File: src/rtl/fetch_unit.sv
// ---------------------------------------------------------------------------
// fetch_unit
//
// Instruction fetch stage feeding decode. Generates sequential word-aligned
// PCs, keeps at most one request outstanding to instruction memory, and
// buffers each returned word together with its PC and an access-fault flag
// in a small circular queue. Decode drains the queue over a valid/ready
// handshake. A redirect flushes the queue and restarts fetch at a new PC.
//
// Parameters
//   RESET_PC     PC loaded on reset (low two bits are ignored)
//   QUEUE_DEPTH  instruction queue entries (power of two, >= 2)
//
// Ports
//   clk_i             clock, all state on rising edge
//   rst_i             asynchronous reset, active-high
//   imem_req_o        memory request valid (held until ack)
//   imem_addr_o       request address, word aligned (held until ack)
//   imem_ack_i        response valid for the current request
//   imem_data_i       instruction word, valid with ack
//   imem_err_i        access fault, valid with ack
//   redirect_i        flush queue and restart fetch
//   redirect_pc_i     new fetch PC
//   id_valid_o        queue head valid
//   id_ready_i        decode accepts the head entry
//   id_instruction_o  head instruction word
//   id_pc_o           head PC
//   id_fault_o        head entry is an access-fault entry
// ---------------------------------------------------------------------------
module fetch_unit #(
  parameter logic [31:0] RESET_PC    = 32'h8000_0000,
  parameter int          QUEUE_DEPTH = 2
) (
  input  logic        clk_i,
  input  logic        rst_i,
  output logic        imem_req_o,
  output logic [31:0] imem_addr_o,
  input  logic        imem_ack_i,
  input  logic [31:0] imem_data_i,
  input  logic        imem_err_i,
  input  logic        redirect_i,
  input  logic [31:0] redirect_pc_i,
  output logic        id_valid_o,
  input  logic        id_ready_i,
  output logic [31:0] id_instruction_o,
  output logic [31:0] id_pc_o,
  output logic        id_fault_o
);

  localparam int               PTR_W      = $clog2(QUEUE_DEPTH);
  localparam int               CNT_W      = PTR_W + 1;
  localparam logic [CNT_W-1:0] DEPTH_C    = CNT_W'(QUEUE_DEPTH);
  localparam logic [31:0]      NOP_INSN   = 32'h0000_0013;
  localparam logic [31:0]      RESET_PC_A = RESET_PC & 32'hFFFF_FFFC;

  typedef enum logic [1:0] {
    S_FETCH,
    S_FULL,
    S_HALT,
    S_DISCARD
  } state_t;

  // Control state
  state_t            r_state;
  logic              r_req;
  logic [31:0]       r_addr;
  logic [31:0]       r_pc;
  logic [PTR_W-1:0]  r_rd_ptr;
  logic [PTR_W-1:0]  r_wr_ptr;
  logic [CNT_W-1:0]  r_count;

  // Queue storage (not reset; outputs are masked while the queue is empty)
  logic [31:0]       r_q_pc    [QUEUE_DEPTH];
  logic [31:0]       r_q_data  [QUEUE_DEPTH];
  logic              r_q_fault [QUEUE_DEPTH];

  // Combinational next-state
  state_t            w_state_nxt;
  logic [31:0]       w_pc_nxt;
  logic [CNT_W-1:0]  w_count_nxt;
  logic [31:0]       w_redirect_pc;
  logic              w_fire;
  logic              w_push;
  logic              w_pop;
  logic              w_valid;

  assign w_redirect_pc = redirect_pc_i & 32'hFFFF_FFFC;
  assign w_valid       = (r_count != '0);

  // A response only counts while our request is actually on the bus.
  assign w_fire = r_req & imem_ack_i;

  // Responses are written only in FETCH; in DISCARD (or when a redirect
  // arrives in the same cycle) the returned word belongs to a dead path.
  assign w_push = w_fire & (r_state == S_FETCH) & ~redirect_i;
  assign w_pop  = w_valid & id_ready_i;

  always_comb begin
    if (redirect_i) begin
      w_count_nxt = '0;
    end else begin
      w_count_nxt = r_count + CNT_W'(w_push) - CNT_W'(w_pop);
    end
  end

  always_comb begin
    w_state_nxt = r_state;
    w_pc_nxt    = r_pc;
    if (redirect_i) begin
      w_pc_nxt = w_redirect_pc;
      // An unacknowledged request must still complete before the new
      // address can be presented, so wait it out in DISCARD.
      if (r_req && !imem_ack_i) begin
        w_state_nxt = S_DISCARD;
      end else begin
        w_state_nxt = S_FETCH;
      end
    end else begin
      case (r_state)
        S_FETCH: begin
          if (w_fire) begin
            if (imem_err_i) begin
              w_state_nxt = S_HALT;
            end else begin
              w_pc_nxt = r_pc + 32'd4;
              // Request only when the entry it will fill is free.
              w_state_nxt = (w_count_nxt < DEPTH_C) ? S_FETCH : S_FULL;
            end
          end
        end
        S_FULL: begin
          if (w_pop) begin
            w_state_nxt = S_FETCH;
          end
        end
        S_HALT: begin
          w_state_nxt = S_HALT;
        end
        S_DISCARD: begin
          if (w_fire) begin
            w_state_nxt = S_FETCH;
          end
        end
        default: begin
          w_state_nxt = S_FETCH;
        end
      endcase
    end
  end

  // FSM, request register and queue pointers
  always_ff @(posedge clk_i or posedge rst_i) begin
    if (rst_i) begin
      r_state  <= S_FETCH;
      r_pc     <= RESET_PC_A;
      r_addr   <= RESET_PC_A;
      r_req    <= 1'b0;
      r_rd_ptr <= '0;
      r_wr_ptr <= '0;
      r_count  <= '0;
    end else begin
      r_state <= w_state_nxt;
      r_pc    <= w_pc_nxt;
      r_count <= w_count_nxt;
      r_req   <= (w_state_nxt == S_FETCH) || (w_state_nxt == S_DISCARD);
      // DISCARD keeps the old address on the bus until its ack arrives.
      if (w_state_nxt == S_FETCH) begin
        r_addr <= w_pc_nxt;
      end
      if (redirect_i) begin
        r_rd_ptr <= '0;
        r_wr_ptr <= '0;
      end else begin
        if (w_push) begin
          r_wr_ptr <= r_wr_ptr + PTR_W'(1);
        end
        if (w_pop) begin
          r_rd_ptr <= r_rd_ptr + PTR_W'(1);
        end
      end
    end
  end

  // Queue write port; faulting fetches carry a NOP so decode sees a
  // harmless word alongside the fault flag.
  always_ff @(posedge clk_i) begin
    if (w_push) begin
      r_q_pc[r_wr_ptr]    <= r_pc;
      r_q_data[r_wr_ptr]  <= imem_err_i ? NOP_INSN : imem_data_i;
      r_q_fault[r_wr_ptr] <= imem_err_i;
    end
  end

  assign imem_req_o       = r_req;
  assign imem_addr_o      = r_addr;
  assign id_valid_o       = w_valid;
  assign id_instruction_o = w_valid ? r_q_data[r_rd_ptr]  : 32'h0;
  assign id_pc_o          = w_valid ? r_q_pc[r_rd_ptr]    : 32'h0;
  assign id_fault_o       = w_valid ? r_q_fault[r_rd_ptr] : 1'b0;

  // The request rule guarantees a free slot for every accepted response.
  a_no_push_when_full : assert property (
    @(posedge clk_i) disable iff (rst_i) w_push |-> (r_count != DEPTH_C)
  );

endmodule

File: config.mk
export PLATFORM = sky130hd
export DESIGN_NAME = fetch_unit
export DESIGN_NICKNAME = d
export VERILOG_FILES = /design/src/rtl/fetch_unit.sv
export SDC_FILE = /design/constraint.sdc
export NUM_CORES = 1
export LEC_CHECK = 0
export ABC_AREA = 0
export CAP_MARGIN = 40
export CORE_UTILIZATION = 25
export DETAILED_ROUTE_END_ITERATION = 16
export GPL_TIMING_DRIVEN = 0
export MAX_ROUTING_LAYER = met4
export PLACE_DENSITY_LB_ADDON = 0.3
export SYNTH_ARGS = -nofsm -noshare
export SYNTH_HDL_FRONTEND = slang
export SYNTH_SLANG_ARGS = --single-unit
File: constraint.sdc
create_clock -name clk_i -period 5.3 [get_ports clk_i]
set_clock_uncertainty 0.05 [all_clocks]
set_input_delay 0.795 -clock clk_i [delete_from_list [all_inputs] [get_ports clk_i]]
set_output_delay 0.795 -clock clk_i [all_outputs]
set_load 0.03 [all_outputs]
==> metrics.md <==
| Metric | Value |
|---|---|
| I/O pin cnt | 169 |
| Area Growth Syn to Fin | 34.7% |
| Die area | 35900 um2 |
| Fmax | 0.206 GHz |
| CP cell instances | clkdlybuf4s50_1 -> nand4bb_1 -> clkbuf_1 -> nand2b_1 -> ha_1 -> inv_1 -> ha_1 -> xor2_1 -> xnor2_1 -> nor4_1 -> o31ai_1 -> ha_1 -> clkinv_1 -> clkbuf_1 -> a22oi_1 -> o21ai_0 |
| Syn. warnings | 0 |
| Finished Cell Area | 11900 um2 |
| Min-Delay Path Class | reg -> reg |
| Top Metal Used | met4 |
| Placed Instances | 1300 |
| Residual DRC | 0 |
| # rows | 68 |
| Tot GR Track Use | 14.2% |
| Outcome | finished, final reports clean |
| Syn Area/Cell | 13.1 um2 |
| CTS Buf Count | 23 |
| Max-slew headroom | 37.8% |
| Startpoint Class | primary input |
| Net count after synthesis | 748 |
| Switching portion of total power | 38.2% |
| Delay of the slowest critical-path stage | 0.50 ns |
| Fin. Hold Viols | 0 |
| Sinks on the clock net | 201 |
| Worst-path clk slew | 0.06 ns |
| Setup TNS | 0 ns |
| Buffers on Ports | 165 |
| Final max-slew violation count | 0 |
| Initial Utilization | 25.5% |
| FF+latch count, synth | 201 |
| Vias per std cell | 4.51 |
| Final Routed Wirelength | 24.5 mm |
| H-tree depth | 1 |
| Number of synthesized flops with an enable pin | 130 |
| Sw power | 0.00231 W |
| Number of global-route vias before repair | 6230 |
| Post-Syn Area | 8800 um2 |
| CTS max path bufs | 3 |
| Tmin final | 4.85 ns |
| Clock network power share | 24.3% |
| Post-route antenna net violation count | 0 |
| Nets | 944 |
| Initial antenna violation count | 1 |
| Library cells used by synthesis | 53 |
| Commonest non-fill, non-tap cell in the layout | clkdlybuf4s50_1 |
| Crit-path slowest cell | clkdlybuf4s50_1 |
| Combinational share of power | 42.2% |
| WL met3 | 1.17 mm |
| DP Wirelength | 17.4 mm |
| Largest net degree at the start of global routing | 57 |
| Synth Instances | 674 |
| # setup viols final | 0 |
| Die H | 190 um |
| RSZ-0062 raised after global routing | no |
| CP delay by family, top | buffers and inverters |
| CP required | 5.62 ns |
| # Post-CTS Setup Buffers | 0 |
| DR WL met2 | 11.6 mm |
| Avg WL per Cell | 18.3 um |
| Worst Path Buf+Inv | 5 |
| Clock root buffer | clkbuf_16 |
| Sequential fraction of the synthesis area | 64.6% |
| Non-Filler Instances | 1342 |
| Total grt overflow | 0 |
| Leak pwr | 4.12 nW |
| Detailed-route via count | 6051 |
| Clock latency on the worst-skew pair | 0.51 ns |
| Reg power frac | 33.5% |
| Max Cap Viol | 0 |
| Layout cells sized above 1 | 9.48% |
| Worst Path Max Fanout | 10 |
| Cell-internal power | 0.00375 W |
| CTS tree | done |
| Arrival time worst endpoint | 5.17 ns |
| Final period util | 91.5% |
| Die width | 190 um |
| Fin util | 34.3% |
| Core Footprint | 34500 um2 |
| First-pass GRT wire length | 37.3 mm |
| CP Capture Type | register |
| FFs w/ async S/R, synth | 35.3% |
| Routability Congestion | 0.802 |
| Slew @ Worst Pin | 0.926 ns |
| WS Path Type | in -> reg |
| Drt initial violations | 318 |
| Critical path's most frequent cell | ha_1 |
| Most frequent cells in the layout | 165 x clkdlybuf4s50_1, 130 x edfxtp_1, 84 x nor2_1 |
| Synth Flop Type | edfxtp_1 |
| Drt first pass iters | 4 |
| M1 wire length | 10.9 mm |
| Reg2reg start | imem_req_o |
| VDD IR max | 0.000282 V |
| Crit path from | imem_ack_i |
| Worst min-delay path startpoint | r_pc[1] |
| Total power | 0.00606 W |
| PD cells | 512 nW/um2 |
| Post-DP Area | 11100 um2 |
cell usage after synthesis, types with 3 or more instances:
library cell  instances  area [um2]
nand4_1              13        81.3
edfxtp_1            130        3900
mux2i_1              67         671
nand2_1              20        75.1
a31o_2                3        26.3
xor2_1               11        96.3
buf_1                 8        30.0
dfrtp_1              69        1730
nor2_1               87         327
o2bb2ai_1             6        52.6
nor4_1                9        56.3
ha_1                  4        50.1
nand3_1              12        60.1
and2_1                3        18.8
a221o_1              10         100
xnor2_1              17         149
inv_1                18        67.6
nor3_1                8        40.0
a22oi_1               7        52.6
a21oi_1              14        70.1
o21ai_0              24         120
nand4bb_1             3        33.8
nor4_2                3        37.5
mux2_2               19         214
clkbuf_1             26        97.6
and4_1                3        26.3
and3_1               13        81.3
nor2b_1              32         200
or2_2                 4        25.0
stage by stage:
| stage | hold slack (ns) | setup slack, ns |
|---|---|---|
| 2_1_floorplan | 0.384 | 0.692 |
| 3_3_place_gp | 0.395 | -2.19 |
| 3_5_place_dp | 0.402 | -0.206 |
| 4_1_cts | 0.416 | 0.283 |
| 5_1_grt | 0.429 | 0.0742 |
| 6_report | 0.414 | 0.452 |
cells by family after synthesis:
kind of cell,share of synthesized area (%)
AOI/OAI and AO/OA,5.72
adders and majority gates,0.569
and+or+nand+nor,13.2
muxes,10.1
DFF,64.6
buffers and inverters,3.04
xor gates and xnor gates,2.79
sequential cells by signal, indices dropped and copies added (netlist names):
register and flops:
r_pc 32, r_state 2, r_q_fault 2, imem_addr_o 32
r_q_pc 64, r_wr_ptr 1, imem_req_o 1, r_q_data 64
r_count 2, r_rd_ptr 1
area by class of cell:
type                            count  area, um2
Inverter                           20       77.6
Clock buffer                       27        601
Timing Repair Buffer              171       1760
Buffer                             40        194
Multi-Input combinational cell    413       2860
Fill cell                        3504      22700
Antenna cell                        1       2.50
Tap cell                          455        569
Sequential cell                   201       5680
Clock inverter                     14       96.3
power by group through the flow:
stage | logic, W | clock network (W) | registers [W]
5_1_grt | 0.00273 | 0.00159 | 0.00206
6_report | 0.00256 | 0.00148 | 0.00203
3_3_place_gp | 0.00258 | 0 | 0.00207
2_1_floorplan | 0.00126 | 0 | 0.00226
3_5_place_dp | 0.00259 | 0 | 0.00206
4_1_cts | 0.00261 | 0.00153 | 0.00203
path summary, 6_finish.rpt:
path / end / slack (ns) / depth (start not counted)
max: imem_addr_o[4] / 0.45 / 16
min: r_q_pc[0][1] / 0.41 / 0
max reg2reg: imem_addr_o[4] / 0.82 / 15
min reg2reg: r_q_pc[0][1] / 0.41 / 0
max in group asynchronous: r_pc[31] / 4.06 / 3
min in group asynchronous: r_pc[12] / 0.53 / 2
per-layer routing:
metal / GRT usage (%) / up-vias
met5: - / -
li1: - / 2848
met2: 22.6 / 181
met4: 5.40 / 0
met1: 17.9 / 2969
met3: 2.47 / 53
repair_timing:
item,4_1_cts,5_1_grt
hold buffers,0,0
gates resized for setup,0,3
endpoints found under the setup margin,0,18
Note: power is estimated with default switching activity, not from simulation.
==> edit 1, RTL diff (same flow settings) <==
The 4 states of `state_t` get a one-hot encoding in 4 bits.
--- a/src/rtl/fetch_unit.sv
+++ b/src/rtl/fetch_unit.sv
@@ -53,11 +53,11 @@
   localparam logic [31:0]      NOP_INSN   = 32'h0000_0013;
   localparam logic [31:0]      RESET_PC_A = RESET_PC & 32'hFFFF_FFFC;
 
-  typedef enum logic [1:0] {
-    S_FETCH,
-    S_FULL,
-    S_HALT,
-    S_DISCARD
+  typedef enum logic [3:0] {
+    S_FETCH   = 4'b0001,
+    S_FULL    = 4'b0010,
+    S_HALT    = 4'b0100,
+    S_DISCARD = 4'b1000
   } state_t;
 
   // Control state
Formal check against the unedited RTL: same outputs for any inputs over 4 cycles, from zero or initial values and one cycle with rst_i high; so few cycles prove little.
==> edit 1 against the original RTL <==
- wire length is 4.9% lower
- area after synthesis is 0.48% lower
- combinational power is 26% lower
- critical path depth is 1 lower
- worst setup slack better by 230 ps
- total power is 10% lower
- worst hold slack hardly changed
- core utilization is 0.30 points higher
- sequential cell count is 2 higher
- cell area is 0.61% higher
- final cell count is 0.15% higher
- critical path type unchanged
- critical endpoint is now imem_addr_o[0]
==> edit 1: results (changes against the original RTL) <==
* Status: finished, final reports clean (unchanged)
* Num CTS Buffers at 24 (was 23)
* Mean Syn Cell Area at 13.1 sq um (about the same)
* Setup WS pre-CTS at 106 ps (was -206 ps)
* Initial antenna violation count at 0 (was 1)
* DPL Wire Length at 16,700 um (was 17,400 um)
* First-pass GRT wire length at 35,200 um (was 37,300 um)
* Clk slew on worst S/H paths at 60 ps (about the same)
* CP max stage cell: clkdlybuf4s50_1 (unchanged)
* P_sw at 1.86 mW (was 2.31 mW)
* Number of flops mapped to enable cells by yosys at 130 (unchanged)
* Largest cells by area after synthesis: edfxtp_1 45%, dfrtp_1 20%, mux2i_1 7.7% (was edfxtp_1 44%, dfrtp_1 20%, mux2i_1 7.6%)
* Post-Syn Nets at 743 (was 748)
* Root buffer cell: clkbuf_16 (unchanged)
* Post-synthesis sequential area ratio at 0.655 (was 0.646)
* Synth unique cells at 48 (was 53)
* Worst EP arrival at 4960 ps (was 5170 ps)
* All-Layer GR Usage at 0.133 (was 0.142)
* CP max stage delay at 600 ps (was 500 ps)
* Share of cells above drive strength 1 at 0.100 (was 0.0948)
* YS warnings at 0 (unchanged)
* Max_slew headroom at 0.470 (was 0.378)
* # Post-CTS Setup Buffers at 0 (unchanged)
* Via-per-instance ratio at 4.48 (was 4.51)
* Worst-Skew Late Latency at 530 ps (was 510 ps)
* Placer Congestion at 0.853 (was 0.802)
* Number of global-route vias before repair at 5,896 (was 6,230)
* I/O Buffers at 166 (was 165)
* Ys flop type: edfxtp_1 (unchanged)
* Post-synth top cells: 130 x edfxtp_1, 97 x nor2_1, 70 x dfrtp_1 (was 130 x edfxtp_1, 87 x nor2_1, 69 x dfrtp_1)
* Final wirelength at 23,300 um (was 24,500 um)
* Post-synthesis async set-or-reset flop share at 0.360 (was 0.353)
* Lkg Pwr at 4.09 nW (was 4.12 nW)
* Drt first pass iters at 6 (was 4)
* Pin count of the biggest net entering global routing at 62 (was 57)
* Ant. Diodes at 0 (was 1)
* Fin nets at 945 (was 944)
* Gates resized, CTS repair at 0 (unchanged)
* H-tree Lvls at 1 (unchanged)
* Clock tree buffer depth at 3 (unchanged)
* Layout fillers at 3,415 (was 3,504)
* Peak supply drop at 0.000237 V (was 0.000282 V)
* Final std cells w/o fill at 1,344 (was 1,342)
* Crit-path max FO at 10 (unchanged)
* Top flop regs: r_q_data (64), r_q_pc (64) (unchanged)
* Initial drt markers at 293 (was 318)
edit 1: path summary, 6_finish.rpt:
| check | from | to | slack, ps | depth (start not counted) |
|---|---|---|---|---|
| setup / recovery | redirect_i | imem_addr_o[0] | 680 | 15 |
| hold / removal | r_pc[1] | r_q_pc[0][1] | 410 | 0 |
| setup reg to reg | r_state[0] | imem_addr_o[0] | 890 | 15 |
| hold reg to reg | r_pc[1] | r_q_pc[0][1] | 410 | 0 |
| max in group asynchronous | rst_i | imem_addr_o[31] | 4090 | 3 |
| min in group asynchronous | rst_i | r_pc[4] | 490 | 2 |
edit 1: metal layers:
layer  global-route usage  vias up  part of all wire
met5                    -        -                 0
met4               0.0409        0             0.029
met3               0.0261       41             0.056
met2                0.211      200              0.46
met1                0.172     2901              0.45
li1                     -     2874                 -
edit 1: final cells by class:
cell class                      count  share of cell area
Buffer                             37              0.0125
Clock buffer                       30              0.0548
Clock inverter                     13              0.0101
Inverter                           10             0.00336
Multi-Input combinational cell    420               0.239
Sequential cell                   203               0.481
Tap cell                          455              0.0477
Timing Repair Buffer              176               0.152
edit 1: kinds of logic (layout without fill, tap and decap cells):
logic type | count (synthesis) | in the layout | share of synthesized area
buffers and inverters | 47 | 266 | 0.0213
DFF | 203 | 203 | 0.655
adders and majority gates | 3 | 3 | 0.00429
and+or+nand+nor | 245 | 245 | 0.143
AOI/OAI and AO/OA | 62 | 62 | 0.0465
xor gates and xnor gates | 11 | 11 | 0.0126
muxes | 99 | 99 | 0.118
edit 1: power by group through the flow:
stage                     clock [mW]  combinational [mW]  sequential, mW
after floorplan                    0               0.979            2.08
after global placement             0                1.90            1.98
after detailed placement           0                1.93            1.98
after CTS                       1.64                1.93            1.95
after global routing            1.71                2.02            1.97
final                           1.60                1.89            1.95
edit 1: metrics by stage:
| step | power (mW) | instance area [sq um] |
|---|---|---|
| after floorplan | 3.06 | 8750 |
| after global placement | 3.88 | 11000 |
| after detailed placement | 3.91 | 11200 |
| after CTS | 5.53 | 11900 |
| after global routing | 5.69 | 11900 |
| final | 5.44 | 11900 |
==> edit 2, RTL diff (same settings) <==
Made on the original files. The parameter `QUEUE_DEPTH` goes from 2 to 8. Comments in the files are not updated.
--- a/src/rtl/fetch_unit.sv
+++ b/src/rtl/fetch_unit.sv
@@ -29,7 +29,7 @@
 // ---------------------------------------------------------------------------
 module fetch_unit #(
   parameter logic [31:0] RESET_PC    = 32'h8000_0000,
-  parameter int          QUEUE_DEPTH = 2
+  parameter int          QUEUE_DEPTH = 8
 ) (
   input  logic        clk_i,
   input  logic        rst_i,
Formal check against the unedited RTL: not equivalent (Yosys sat finds a counterexample within 4 cycles, from zero or initial values and one cycle with rst_i high).
==> edit 2 against the original RTL <==
- total power rose by 140%
- sequential cell count rose by 396
- wire length rose to 2.6 times the old value
- via count increased by 110%
- worst setup slack got worse by 83 ps
- cell area grew to 2.5 times the old value
- core utilization fell by 2.5 points
- area after synthesis grew to 2.7 times the old value
- die area increased to 2.7 times the old value
- critical path type is now reg2out
- largest cell class unchanged
- largest power group is now registers
==> edit 2: results (changes against the original RTL) <==
* CP max stage delay at 770 ps (was 500 ps)
* Crit. Startpoint: r_rd_ptr[1] (was imem_ack_i)
* Top flop regs: r_q_data (256), r_q_pc (256) (was r_q_data (64), r_q_pc (64))
* Initial drt markers at 1,018 (was 318)
* Pin count of the biggest net entering global routing at 44 (was 57)
* Reg2reg path depth at 20 (was 15)
* Final wirelength at 63,800 um (was 24,500 um)
* Post-synthesis async set-or-reset flop share at 0.129 (was 0.353)
* Status: finished, final reports clean (unchanged)
* Share of cells above drive strength 1 at 0.207 (was 0.0948)
* Peak supply drop at 0.000272 V (was 0.000282 V)
* Fin nets at 1,638 (was 944)
* Crit Reg-Reg Startpoint: r_count[2] (was imem_req_o)
* Post-synth top cells: 520 x edfxtp_1, 130 x mux4_2, 98 x nor2_1 (was 130 x edfxtp_1, 87 x nor2_1, 69 x dfrtp_1)
* Number of global-route vias before repair at 13,400 (was 6,230)
* Synth unique cells at 56 (was 53)
* Final std cells w/o fill at 2,874 (was 1,342)
* Worst Hold Endpoint: imem_addr_o[7] (was r_q_pc[0][1])
* DPL Wire Length at 43,400 um (was 17,400 um)
* Worst EP arrival at 4090 ps (was 5170 ps)
* Worst-Skew Late Latency at 620 ps (was 510 ps)
* Post-synthesis sequential area ratio at 0.731 (was 0.646)
* Max_slew headroom at 0.422 (was 0.378)
* Placer Congestion at 0.784 (was 0.802)
* First-pass GRT wire length at 93,300 um (was 37,300 um)
* Critical R2R Capture: imem_addr_o[20] (was imem_addr_o[4])
* DR vias at 12,900 (was 6,051)
* Post-Syn Nets at 1,368 (was 748)
* Initial antenna violation count at 2 (was 1)
* Num CTS Buffers at 60 (was 23)
* H-tree Lvls at 2 (was 1)
* Flop-to-flop setup slack at 850 ps (was 820 ps)
* Hold path start: imem_addr_o[7] (was r_pc[1])
* Largest cells by area after synthesis: edfxtp_1 65%, mux4_2 12%, dfrtp_1 7.8% (was edfxtp_1 44%, dfrtp_1 20%, mux2i_1 7.6%)
* Layout fillers at 9,265 (was 3,504)
* Cell Count Post-Placement at 2,760 (was 1,300)
==> edit 2: layer usage <==
layer  share of wire  vias up  track usage
li1                -     5675            -
met1            0.45     6855        0.181
met2            0.49      340        0.214
met3           0.048       72       0.0234
met4           0.014        0       0.0267
met5               0        -            -
==> edit 2: through the flow <==
| step | power, mW | setup TNS, ps | hold WS, ps | setup slack (ps) |
|---|---|---|---|---|
| floorplan | 8.50 | 0 | 474 | 168 |
| finish | 14.5 | 0 | 461 | 368 |
| detailed placement | 10.5 | -243 | 435 | -130 |
| CTS | 14.8 | 0 | 465 | 291 |
| global placement | 10.4 | -1924050 | 446 | -4340 |
| global route | 15.2 | 0 | 473 | 123 |
==> edit 2: where the power goes <==
group | internal [mW] | switching, mW
clock network | 2.45 | 1.78
registers | 5.39 | 0.235
logic | 1.98 | 2.70
==> edit 2: final cells by class <==
| type | instances | area (sq um) | area share |
|---|---|---|---|
| Buffer | 71 | 309 | 0.0102 |
| Antenna cell | 2 | 5.00 | 0.000166 |
| Multi-Input combinational cell | 597 | 6130 | 0.203 |
| Timing Repair Buffer | 208 | 2530 | 0.0839 |
| Inverter | 23 | 88.8 | 0.00294 |
| Tap cell | 1265 | 1580 | 0.0525 |
| Clock inverter | 25 | 185 | 0.00614 |
| Clock buffer | 86 | 1800 | 0.0597 |
| Sequential cell | 597 | 17500 | 0.581 |
==> edit 2: worst max path at each step <==
stage	to	cells past startpoint
2_1_floorplan	r_q_data[7][0]	6
3_3_place_gp	r_q_data[3][20]	6
3_5_place_dp	imem_addr_o[20]	21
4_1_cts	id_pc_o[21]	8
5_1_grt	id_pc_o[5]	8
6_report	id_pc_o[5]	8
==> edit 2: worst register-to-register path, stage by stage, from the launching register on <==
cell and delay [ps]:
dfrtp_1 360, inv_1 80, ha_1 140, nor3b_1 490, nor2b_1 100, clkbuf_1 230
ha_1 330, inv_1 40, ha_1 190, a21o_1 150, a21oi_1 190, xnor2_1 150
nor2_1 90, a22oi_1 200, ha_1 410, nor2b_1 180, clkbuf_1 430, nand2_1 110
a31oi_1 160, a41o_1 180, a221o_1 120
==> edit 2: cell families after synthesis <==
kind of cell,count (synthesis),synth area share
xor gates and xnor gates,26,0.00949
muxes,211,0.156
and+or+nand+nor,262,0.0568
buffers and inverters,94,0.0165
AOI/OAI and AO/OA,88,0.0243
DFF,597,0.731
adders and majority gates,10,0.00553
